===== src/rtl/gbt_rx_link.sv =====
// GBT downlink frame decoder: locks on the 7-word request frame, extracts write requests, registers TTC bits.
// Latency: req_en_o/frame_err_o one cycle after the deciding word; TTC outputs one cycle after input.
// Backpressure: none, one word accepted every clock; the request strobe must be consumed when it fires.
//
// Ports:
//   ttc_clk_40_i    40 MHz frame clock, rising edge
//   reset_i         async active-low reset; released synchronously through a 2-flop synchroniser
//   gbt_rx_data_i   [15:12] TTC {l1a, calpulse, resync, bc0}, [11:0] frame payload
//   req_en_o        one-cycle strobe, new request on req_addr_o/req_data_o/req_wr_o
//   req_addr_o/req_data_o/req_wr_o  last accepted request, held between strobes
//   frame_err_o     one-cycle strobe, frame check failed and lock dropped
//   l1a_o, calpulse_o, resync_o, bc0_o  registered TTC bits
//
// Build option: define GBT_RX_TTC_EN to build the TTC output registers; otherwise they are tied to 0.

module gbt_rx_link (
    input  logic        ttc_clk_40_i,
    input  logic        reset_i,
    input  logic [15:0] gbt_rx_data_i,
    output logic        req_en_o,
    output logic [31:0] req_data_o,
    output logic [31:0] req_addr_o,
    output logic        req_wr_o,
    output logic        frame_err_o,
    output logic        l1a_o,
    output logic        calpulse_o,
    output logic        resync_o,
    output logic        bc0_o
);

    localparam logic [11:0] END_MARKER = 12'hABC;

    typedef enum logic [2:0] {SYNC, HDR, A1, A2, D0, D1, D2, END} state_t;

    state_t      state, state_nxt;
    logic [1:0]  rst_sync;
    logic        rst_n;
    logic [11:0] payload;
    logic        accept;
    logic        frame_err_nxt;

    logic        sh_wr_valid;
    logic        sh_wr_en;
    logic [31:0] sh_addr;
    logic [31:0] sh_data;

    assign payload = gbt_rx_data_i[11:0];

    // Reset asserts immediately but releases on a clock edge, so the FSM never
    // leaves reset half-way through a cycle.
    always_ff @(posedge ttc_clk_40_i or negedge reset_i) begin
        if (!reset_i) rst_sync <= 2'b00;
        else          rst_sync <= {rst_sync[0], 1'b1};
    end
    assign rst_n = rst_sync[1];

    always_ff @(posedge ttc_clk_40_i or negedge rst_n) begin
        if (!rst_n) state <= SYNC;
        else        state <= state_nxt;
    end

    always_comb begin
        state_nxt     = state;
        accept        = 1'b0;
        frame_err_nxt = 1'b0;
        case (state)
            SYNC: if (payload == END_MARKER) state_nxt = HDR;
            HDR: begin
                if (payload[9:8] != 2'b00) frame_err_nxt = 1'b1;
                else                       state_nxt = A1;
            end
            A1: state_nxt = A2;
            A2: state_nxt = D0;
            D0: begin
                if (payload[11:8] != 4'h0) frame_err_nxt = 1'b1;
                else                       state_nxt = D1;
            end
            D1: state_nxt = D2;
            D2: state_nxt = END;
            END: begin
                if (payload != END_MARKER) begin
                    frame_err_nxt = 1'b1;
                end else begin
                    // The marker doubles as the start of the next frame's lock.
                    state_nxt = HDR;
                    accept    = sh_wr_valid;
                end
            end
            default: state_nxt = SYNC;
        endcase
        if (frame_err_nxt) state_nxt = SYNC;
    end

    // Shadow capture: a frame is only visible on the outputs once its end marker checks out.
    always_ff @(posedge ttc_clk_40_i or negedge rst_n) begin
        if (!rst_n) begin
            sh_wr_valid <= 1'b0;
            sh_wr_en    <= 1'b0;
            sh_addr     <= '0;
            sh_data     <= '0;
        end else if (frame_err_nxt) begin
            sh_wr_valid <= 1'b0;
            sh_wr_en    <= 1'b0;
            sh_addr     <= '0;
            sh_data     <= '0;
        end else begin
            case (state)
                HDR: begin
                    sh_wr_valid     <= payload[11];
                    sh_wr_en        <= payload[10];
                    sh_addr[31:24]  <= payload[7:0];
                end
                A1: sh_addr[23:12] <= payload;
                A2: sh_addr[11:0]  <= payload;
                D0: sh_data[31:24] <= payload[7:0];
                D1: sh_data[23:12] <= payload;
                D2: sh_data[11:0]  <= payload;
                default: ;
            endcase
        end
    end

    always_ff @(posedge ttc_clk_40_i or negedge rst_n) begin
        if (!rst_n) begin
            req_en_o    <= 1'b0;
            frame_err_o <= 1'b0;
            req_addr_o  <= '0;
            req_data_o  <= '0;
            req_wr_o    <= 1'b0;
        end else begin
            req_en_o    <= accept;
            frame_err_o <= frame_err_nxt;
            if (accept) begin
                req_addr_o <= sh_addr;
                req_data_o <= sh_data;
                req_wr_o   <= sh_wr_en;
            end
        end
    end

`ifdef GBT_RX_TTC_EN
    always_ff @(posedge ttc_clk_40_i or negedge rst_n) begin
        if (!rst_n) {l1a_o, calpulse_o, resync_o, bc0_o} <= 4'h0;
        else        {l1a_o, calpulse_o, resync_o, bc0_o} <= gbt_rx_data_i[15:12];
    end
`else
    logic unused_ttc_bits;
    assign unused_ttc_bits = ^gbt_rx_data_i[15:12];
    assign l1a_o      = 1'b0;
    assign calpulse_o = 1'b0;
    assign resync_o   = 1'b0;
    assign bc0_o      = 1'b0;
`endif

endmodule


===== config.mk =====
export PLATFORM = sky130hd
export DESIGN_NAME = gbt_rx_link
export DESIGN_NICKNAME = d
export VERILOG_FILES = /design/src/rtl/gbt_rx_link.sv
export SDC_FILE = /design/constraint.sdc
export NUM_CORES = 1
export LEC_CHECK = 0
export ABC_AREA = 1
export CORE_ASPECT_RATIO = 0.9
export CORE_MARGIN = 4
export CORE_UTILIZATION = 35
export CTS_CLUSTER_DIAMETER = 120
export DETAILED_ROUTE_END_ITERATION = 10
export HOLD_SLACK_MARGIN = 0.1
export PLACE_DENSITY = 0.66
export RECOVER_POWER = 100
export SLEW_MARGIN = 20
export SYNTH_ARGS = -nofsm -noshare
export SYNTH_HDL_FRONTEND = slang
export SYNTH_SLANG_ARGS = --single-unit

===== constraint.sdc =====
create_clock -name ttc_clk_40_i -period 4.53 [get_ports ttc_clk_40_i]
set_input_delay 0.6795 -clock ttc_clk_40_i [delete_from_list [all_inputs] [get_ports ttc_clk_40_i]]
set_output_delay 0.6795 -clock ttc_clk_40_i [all_outputs]
set_load 0.005 [all_outputs]

==> flow_metrics.tcl, run 1 <==
set metrics [dict create \
    status "finished clean" \
    criticalPathCategory "primary input to flip-flop" \
    holdPathStages 0 \
    antenna_found_initial 0 \
    die_y_um 129.8 \
    row_count 44 \
    design_area_um2 7315 \
    coreArea_um2 16130 \
    grt_pass1_vias 4487 \
    cts.clk_slew.worst_paths_ns 0.06 \
    yosys_warnings 0 \
    syn_area_um2 5769 \
    setup_tns_ns 0 \
    grt_max_degree 137 \
    placed_area_um2 6679 \
    fin_cells 919 \
    h-tree-depth 4 \
    maxSlewHeadroom 0.08699 \
    peakVddDrop_mv 0.3321 \
    wl_per_cell_um 16.05 \
    start_util 0.3577 \
    rsz0062_at_grt "no" \
    cp_data_required_time_ns 4.87 \
    numPortBuffers 80 \
    via_per_inst 5.079 \
    fin_crit_ns 3.207 \
    dp_hpwl_um 8686 \
    hold_buffers 0 \
    ys.flop_type "dfrtp_1" \
    synth_area_leader_cell "dfrtp_1" \
    reg2reg_depth 9 \
    synth-edff-count 0 \
    totalWireLength_um 14750 \
    netlist.area_leader.share 0.5986 \
    fill_cells 1550 \
    syn_avg_cell_area_um2 9.029 \
    path_max_fanout 33 \
    min_period_over_period 0.7078 \
    worstHoldStart "rst_sync[0]" \
    die-area_um2 18600 \
    post_cts.repair.setup_buffers 0 \
    dp_cells 887 \
    diodes 0 \
    place_ws_ns 1.362 \
    reg2reg_from "state[0]" \
    synth_seq_cells 138 \
    maxCapViolations 0 \
    final-hold-violation-count 0 \
    insertion_delay_ns 0.42 \
    skew_ns 0.009959 \
    cts_resized 0 \
    grt_use_total 0.1645 \
    ys_top_cells_by_count "nand2_1, dfrtp_1, nand4_1" \
    async_flop_share 1.000 \
    total_power_mw 3.970 \
    grt-ovfl-total 0 \
    vias 4668 \
    worstMarginPinSlew_ns 1.370 \
    cts_buffer_depth 2 \
    yosysMostFrequentCell "nand2_1" \
    cts_buffers 17 \
    gp_congestion 0.7815 \
    cts-root-buf "clkbuf_16" \
    p_per_area_nw_per_um2 542.8 \
    leakagePower_nw 3.987 \
    finalSetupViolations 0 \
    hold_class "flip-flop to flip-flop" \
    synth_cell_type_count 21 \
    drive_above_1_share 0.07163 \
    layout.nets 717 \
    synthCells 639 \
    grt_pass1_wl_um 23920 \
    reg2reg_slack_ns 1.95 \
    die_w_um 143.3 \
    detail_route.iter0.violations 472 \
    cts_sinks 138 \
    ant_nets 0 \
    startpoint_type "primary input" \
    drcViolationCount 0 \
    ios 89 \
    maxSlewViolCount 0 \
    synth_area_leaders "dfrtp_1, nand2_1, nand4_1" \
    areaGrowthSynthToFinish_pct 26.78 \
    worstPathArrival_ns 3.54 \
    dr.pass1.iters 5 \
    end_kind "flip-flop" \
    ys_seq_area_frac 0.5986 \
    r2r_end "state[2]" \
    hold_path_end "rst_sync[1]" \
    cts_tree "done" \
    max_freq_mhz 311.9 \
    setup_slack_ns 1.323 \
]
==> kinds of logic (layout without fill, tap and decap cells) <==
logic type	after synthesis	count (layout)	share of synthesized area
compound gates	3	3	0.004555
simple gates	428	428	0.3385
buf+inv	68	138	0.05703
other cells	2	5	0.001302
flops	138	138	0.5986
==> report_power, final <==
group / internal (mW) / switching, mW
clock network: 0.977 / 0.525
registers: 1.49 / 0.152
logic: 0.246 / 0.586
==> how the worst max path moves through the flow <==
stage                                 from          end  cells past startpoint
after floorplan                rst_sync[1]  frame_err_o                      0
after global placement    gbt_rx_data_i[3]   sh_addr[7]                      8
after detailed placement  gbt_rx_data_i[3]   sh_addr[7]                      8
after CTS                 gbt_rx_data_i[3]   sh_addr[7]                      8
after global routing      gbt_rx_data_i[5]     state[2]                      8
final                     gbt_rx_data_i[5]     state[2]                      8
==> cell type report <==
cell class,count,area [um^2],share of cell area
sequential,138,3457,0.4726
tap,207,259.0,0.03541
timing repair buffer,91,889.6,0.1216
multi-input combinational,436,2006,0.2742
clock inverter,11,166.4,0.02275
clock buffer,21,480.5,0.06569
inverter,15,56.30,0.007698
==> worst max-delay path, cell delays in order <==
cell           delay, ns
dlygate4sd3_1       0.86
nand2_1             0.10
nor2_1              0.15
nand3_1             0.18
a21oi_4             0.17
clkbuf_1            0.96
nand2_1             0.25
a21oi_1             0.20
==> placed cells by master (no fill, tap or decap) <==
cell type / count
clkinv_1: 1
inv_1: 9
clkinv_4: 1
clkdlybuf4s50_1: 11
nor2_1: 9
nand3_1: 12
nor3b_1: 1
dlygate4sd3_1: 69
nor3_1: 4
clkbuf_16: 17
nand2_4: 1
and2_0: 1
nand4_1: 123
clkbuf_8: 4
clkinv_2: 3
a21oi_1: 2
buf_12: 1
conb_1: 5
clkinvlp_4: 3
dfrtp_4: 1
inv_2: 5
dfrtp_1: 137
clkbuf_1: 1
nor2_4: 1
or2_1: 2
clkbuf_2: 1
a21oi_4: 1
bufinv_16: 4
buf_4: 8
nand2_1: 274
==> through the flow <==
step / hold WS (ns) / util
finish: 0.3484 / 0.4535
global route: 0.3555 / 0.4535
CTS: 0.3519 / 0.4542
detailed placement: 0.3387 / 0.4141
global placement: 0.3348 / 0.4141
floorplan: 0.3312 / -
==> sequential cells by signal, indices dropped and copies added, names as in the netlist <==
register and flops:
sh_wr_en 1, req_data_o 32, req_wr_o 1, sh_wr_valid 1, sh_data 32, sh_addr 32, req_addr_o 32, req_en_o 1
rst_sync 2, frame_err_o 1, state 3
==> layer usage <==
metal	part of all wire	GRT usage	vias to the layer above	wire [um]
met5	0	0	-	0
met4	0.017	0.05869	0	245
met3	0.062	0.05790	19	910
met2	0.45	0.2378	118	6569
met1	0.48	0.2303	2249	7022
li1	-	-	2282	-
Note: power is estimated with default switching activity, not from simulation.
==> inputs of run 2 (changes only) <==
--- a/config.mk
+++ b/config.mk
@@ -12,7 +12,7 @@
 export CTS_CLUSTER_DIAMETER = 120
 export DETAILED_ROUTE_END_ITERATION = 10
 export HOLD_SLACK_MARGIN = 0.1
-export PLACE_DENSITY = 0.66
+export PLACE_DENSITY = 0.68
 export RECOVER_POWER = 100
 export SLEW_MARGIN = 20
 export SYNTH_ARGS = -nofsm -noshare
==> constraint.sdc (replaced) <==
create_clock -name ttc_clk_40_i -period 2.67 [get_ports ttc_clk_40_i]
set_input_delay 0.4005 -clock ttc_clk_40_i [delete_from_list [all_inputs] [get_ports ttc_clk_40_i]]
set_output_delay 0.4005 -clock ttc_clk_40_i [all_outputs]
set_load 0.005 [all_outputs]
==> flow_metrics.tcl, run 2 (synthesized netlist as in run 1, its figures left out) <==
set metrics [dict create \
    reg2reg_depth 7 \
    finalSetupViolations 0 \
    die_y_um 129.8 \
    violations "capacitance limit, slew limit" \
    r2r_end "req_addr_o[22]" \
    criticalPathCategory "primary input to flip-flop" \
    final-hold-violation-count 0 \
    die_w_um 143.3 \
    post_cts.repair.setup_buffers 0 \
    cts_buffers 17 \
    hold_buffers 0 \
    diodes 0 \
    vias 4682 \
    gp_congestion 0.8548 \
    areaGrowthSynthToFinish_pct 28.67 \
    layout_commonest_cell "nand2_1" \
    worst_path_most_repeated_cell "nand2_1" \
    cp_slowest_stage_delay_ns 0.59 \
    totalWireLength_um 14500 \
    startpoint_type "primary input" \
    hold_class "primary input to asynchronous set/reset pin" \
    setup_slack_ns 0.4920 \
    wl_per_cell_um 15.44 \
    h-tree-depth 4 \
    ios 89 \
    status "finished with violations" \
    cts_sinks 138 \
    cts-root-buf "clkbuf_16" \
    maxCapViolations 1 \
    grt-ovfl-total 0 \
    start_util 0.3577 \
    cts_resized 0 \
    cts_buffer_depth 2 \
    min_period_over_period 0.8157 \
    row_count 44 \
    insertion_delay_ns 0.42 \
    ant_nets 0 \
    total_power_mw 6.570 \
    die-area_um2 18600 \
    maxSlewViolCount 39 \
    cts_tree "done" \
    dr.pass1.iters 5 \
    dp_hpwl_um 9282 \
    fill_cells 1553 \
    layout.nets 738 \
    coreArea_um2 16130 \
    end_kind "flip-flop" \
    cp_data_required_time_ns 3.03 \
    peakVddDrop_mv 0.5717 \
    crit_chain "clkdlybuf4s50_1, inv_1, nand2_1, nor2_1, and2_1, nand3_2, inv_1, clkbuf_2, nand2_1, nand2_1" \
    via_per_inst 4.986 \
    reg2reg_from "state[1]" \
    antenna_found_initial 0 \
    most-common-layout-cells "nand2_1, dfrtp_1, nand4_1" \
    grt_max_degree 67 \
    grt_pass1_vias 4481 \
    rsz0062_at_grt "no" \
    numPortBuffers 80 \
    leakagePower_nw 4.083 \
    path_delay_family "buffers and inverters" \
    worstMarginPinSlew_ns 1.628 \
    detail_route.iter0.violations 398 \
    setup_tns_ns 0 \
    path_max_fanout 31 \
    skew_ns 0.009484 \
    cp_num_buf_inv 4 \
    drcViolationCount 0 \
    worstPathArrival_ns 2.53 \
    grt_use_total 0.1668 \
    p_per_area_nw_per_um2 885.0 \
    fin_crit_ns 2.178 \
    grt_pass1_wl_um 24230 \
    reg2reg_slack_ns 0.68 \
    cts.clk_slew.worst_paths_ns 0.06 \
    max_freq_mhz 459.1 \
    worst_path_max_delay_cell "clkdlybuf4s50_1" \
    drive_above_1_share 0.09153 \
    maxSlewHeadroom -0.08526 \
    place_ws_ns 0.3105 \
]
-- run 2: cell count changes in the layout (fill, tap and decap cells not counted), sizes merged --
cell	previous run	this run
buf	9	29
bufinv	4	2
clkbuf	23	26
clkdlybuf4s50	11	12
clkinv	5	7
clkinvlp	3	0
dlygate4sd3	69	68
-- run 2: how the worst max path moves through the flow --
stage / depth (start not counted) / startpoint / end
2_1_floorplan: 0 / rst_sync[1] / frame_err_o
3_3_place_gp: 8 / gbt_rx_data_i[8] / state[2]
3_5_place_dp: 9 / gbt_rx_data_i[8] / state[2]
4_1_cts: 9 / gbt_rx_data_i[8] / state[2]
5_1_grt: 9 / gbt_rx_data_i[9] / req_addr_o[22]
6_report: 10 / gbt_rx_data_i[8] / req_addr_o[22]
-- run 2: worst register-to-register path, cell delays in order (launching register included) --
cell and delay [ns]:
dfrtp_1 0.43, nand2_1 0.11, nor3b_1 0.25, nand3_2 0.17, inv_1 0.10, clkbuf_2 0.50, nand2_1 0.24, nand2_1 0.12
-- run 2: final cells by class --
| class | instances | area, um^2 | share of cell area |
|---|---|---|---|
| timing repair buffer | 112 | 1084 | 0.1460 |
| tap | 207 | 259.0 | 0.03489 |
| clock buffer | 23 | 478.0 | 0.06439 |
| multi-input combinational | 436 | 1999 | 0.2693 |
| clock inverter | 8 | 93.84 | 0.01264 |
| sequential | 138 | 3453 | 0.4652 |
| inverter | 15 | 56.30 | 0.007585 |
-- run 2: power by group --
part           total [mW]  internal, mW  switching (mW)
clock network        2.29          1.44           0.850
registers            2.80          2.52           0.285
logic                1.48         0.508           0.972
-- run 2: layer usage --
metal	vias up	GRT usage	wire length, um
met5	-	0	0
met4	0	0.05592	233
met3	20	0.04507	813
met2	132	0.2387	6341
met1	2217	0.2459	7110
li1	2313	-	-
-- run 2: through the flow --
step / std cells / instance area, um^2 / utilization / hold slack (ns)
global placement: 908 / 6874 / 0.4262 / 0.3359
CTS: 939 / 7446 / 0.4616 / 0.1327
global route: 939 / 7423 / 0.4602 / 0.2224
floorplan: 642 / 5782 / - / 0.1049
finish: 939 / 7423 / 0.4602 / 0.2199
detailed placement: 908 / 6874 / 0.4262 / 0.3385
==> inputs of run 3 (changes only) <==
==> constraint.sdc (replaced) <==
create_clock -name ttc_clk_40_i -period 1.8 [get_ports ttc_clk_40_i]
set_input_delay 0.27 -clock ttc_clk_40_i [delete_from_list [all_inputs] [get_ports ttc_clk_40_i]]
set_output_delay 0.27 -clock ttc_clk_40_i [all_outputs]
set_load 0.005 [all_outputs]
==> flow_metrics.tcl, run 3 (synthesized netlist as in run 1, its figures left out) <==
set metrics [dict create \
    die_w_um 143.3 \
    antenna_found_initial 0 \
    layout.nets 750 \
    peakVddDrop_mv 0.7167 \
    drive_above_1_share 0.1128 \
    post_cts.repair.setup_buffers 0 \
    vias 4801 \
    max_freq_mhz 591.9 \
    maxSlewHeadroom 0.3969 \
    criticalPathCategory "flip-flop to output pin" \
    maxCapViolations 0 \
    dp_hpwl_um 9828 \
    multi_input_area_um2 2011 \
    path_delay_family "buffers and inverters" \
    totalWireLength_um 14810 \
    dr.pass1.iters 5 \
    worstPathArrival_ns 1.42 \
    crit_chain "dlygate4sd3_1" \
    min_period_over_period 0.9386 \
    gp_congestion 0.9129 \
    rsz0062_at_grt "no" \
    cts_tree "done" \
    cts_resized 0 \
    via_per_inst 5.043 \
    worstMarginPinSlew_ns 0.9047 \
    p_per_area_nw_per_um2 1300 \
    areaGrowthSynthToFinish_pct 31.69 \
    maxSlewViolCount 0 \
    finalSetupViolations 0 \
    startpoint_type "flip-flop" \
    cts-root-buf "clkbuf_16" \
    grt_pass1_wl_um 24540 \
    die_y_um 129.8 \
    cts_buffers 17 \
    ant_nets 0 \
    regArea_um2 3455 \
    cp_num_buf_inv 1 \
    worst_path_max_delay_cell "dlygate4sd3_1" \
    h-tree-depth 4 \
    grt_max_degree 44 \
    drcViolationCount 0 \
    end_kind "output pin" \
    fin_crit_ns 1.689 \
    grt_pass1_vias 4613 \
    fin_util 0.4710 \
    final-hold-violation-count 0 \
    path_max_fanout 2 \
    skew_ns 0.008708 \
    fin_cells 952 \
    ios 89 \
    cts_sinks 138 \
    leakagePower_nw 4.150 \
    status "finished clean" \
    wl_per_cell_um 15.55 \
    insertion_delay_ns 0.42 \
    hold_class "flip-flop to flip-flop" \
    layout_commonest_cell "nand2_1" \
    die-area_um2 18600 \
    start_util 0.3577 \
    cp_slowest_stage_delay_ns 0.60 \
    grt-ovfl-total 0 \
    numPortBuffers 80 \
    diodes 0 \
    detail_route.iter0.violations 353 \
    dp_cells 919 \
    most-common-layout-cells "nand2_1, dfrtp_1, nand4_1" \
    cp_data_required_time_ns 1.53 \
    cts_buffer_depth 2 \
    grt_use_total 0.1683 \
    fill_cells 1531 \
    coreArea_um2 16130 \
    row_count 44 \
    cts.clk_slew.worst_paths_ns 0.06 \
]
[run 3: final cells by class]
type / instances / share of cell area
sequential: 138 / 0.4547
timing repair buffer: 124 / 0.1634
inverter: 15 / 0.007411
clock inverter: 15 / 0.01976
multi-input combinational: 436 / 0.2647
clock buffer: 17 / 0.05599
tap: 207 / 0.03409
[run 3: final timing paths]
kind	startpoint	to	slack (ns)	cells past startpoint
setup / recovery	req_addr_o[0]	req_addr_o[0]	0.11	1
hold / removal	rst_sync[0]	rst_sync[1]	0.35	0
setup reg to reg	state[1]	req_data_o[22]	0.16	7
hold reg to reg	rst_sync[0]	rst_sync[1]	0.35	0
max in group asynchronous	rst_sync[1]	sh_data[2]	0.32	1
min in group asynchronous	rst_sync[1]	req_data_o[26]	0.39	0
[run 3: where the power goes]
group	total (mW)	internal, mW	switching, mW
registers	4.15	3.74	0.411
clock network	3.38	2.03	1.35
logic	2.35	0.838	1.51
[run 3: repair_timing]
| action | in CTS | in global routing |
|---|---|---|
| hold buffers | 1 | 0 |
| endpoints found under the setup margin | 0 | 0 |
| endpoints found under the hold margin | 2 | 0 |
[run 3: routing by layer]
layer  vias up  global-route usage  share of wire
met5         -                   0              0
met4         0             0.06091          0.015
met3        20             0.04580          0.056
met2       123              0.2472           0.45
met1      2315              0.2404           0.48
li1       2343                   -              -
[run 3: stage by stage]
step	setup TNS (ns)	power, mW	cell area [um^2]	hold slack, ns	worst slack [ns]
after floorplan	0	5.783	5784	-0.02559	0.2110
after global placement	-14.95	6.486	7057	0.3348	-0.2207
after detailed placement	-18.49	6.542	7057	0.3363	-0.2349
after CTS	0	9.952	7642	0.3491	0.1773
after global routing	0	10.47	7597	0.3600	0.03407
final	0	9.880	7597	0.3493	0.1105
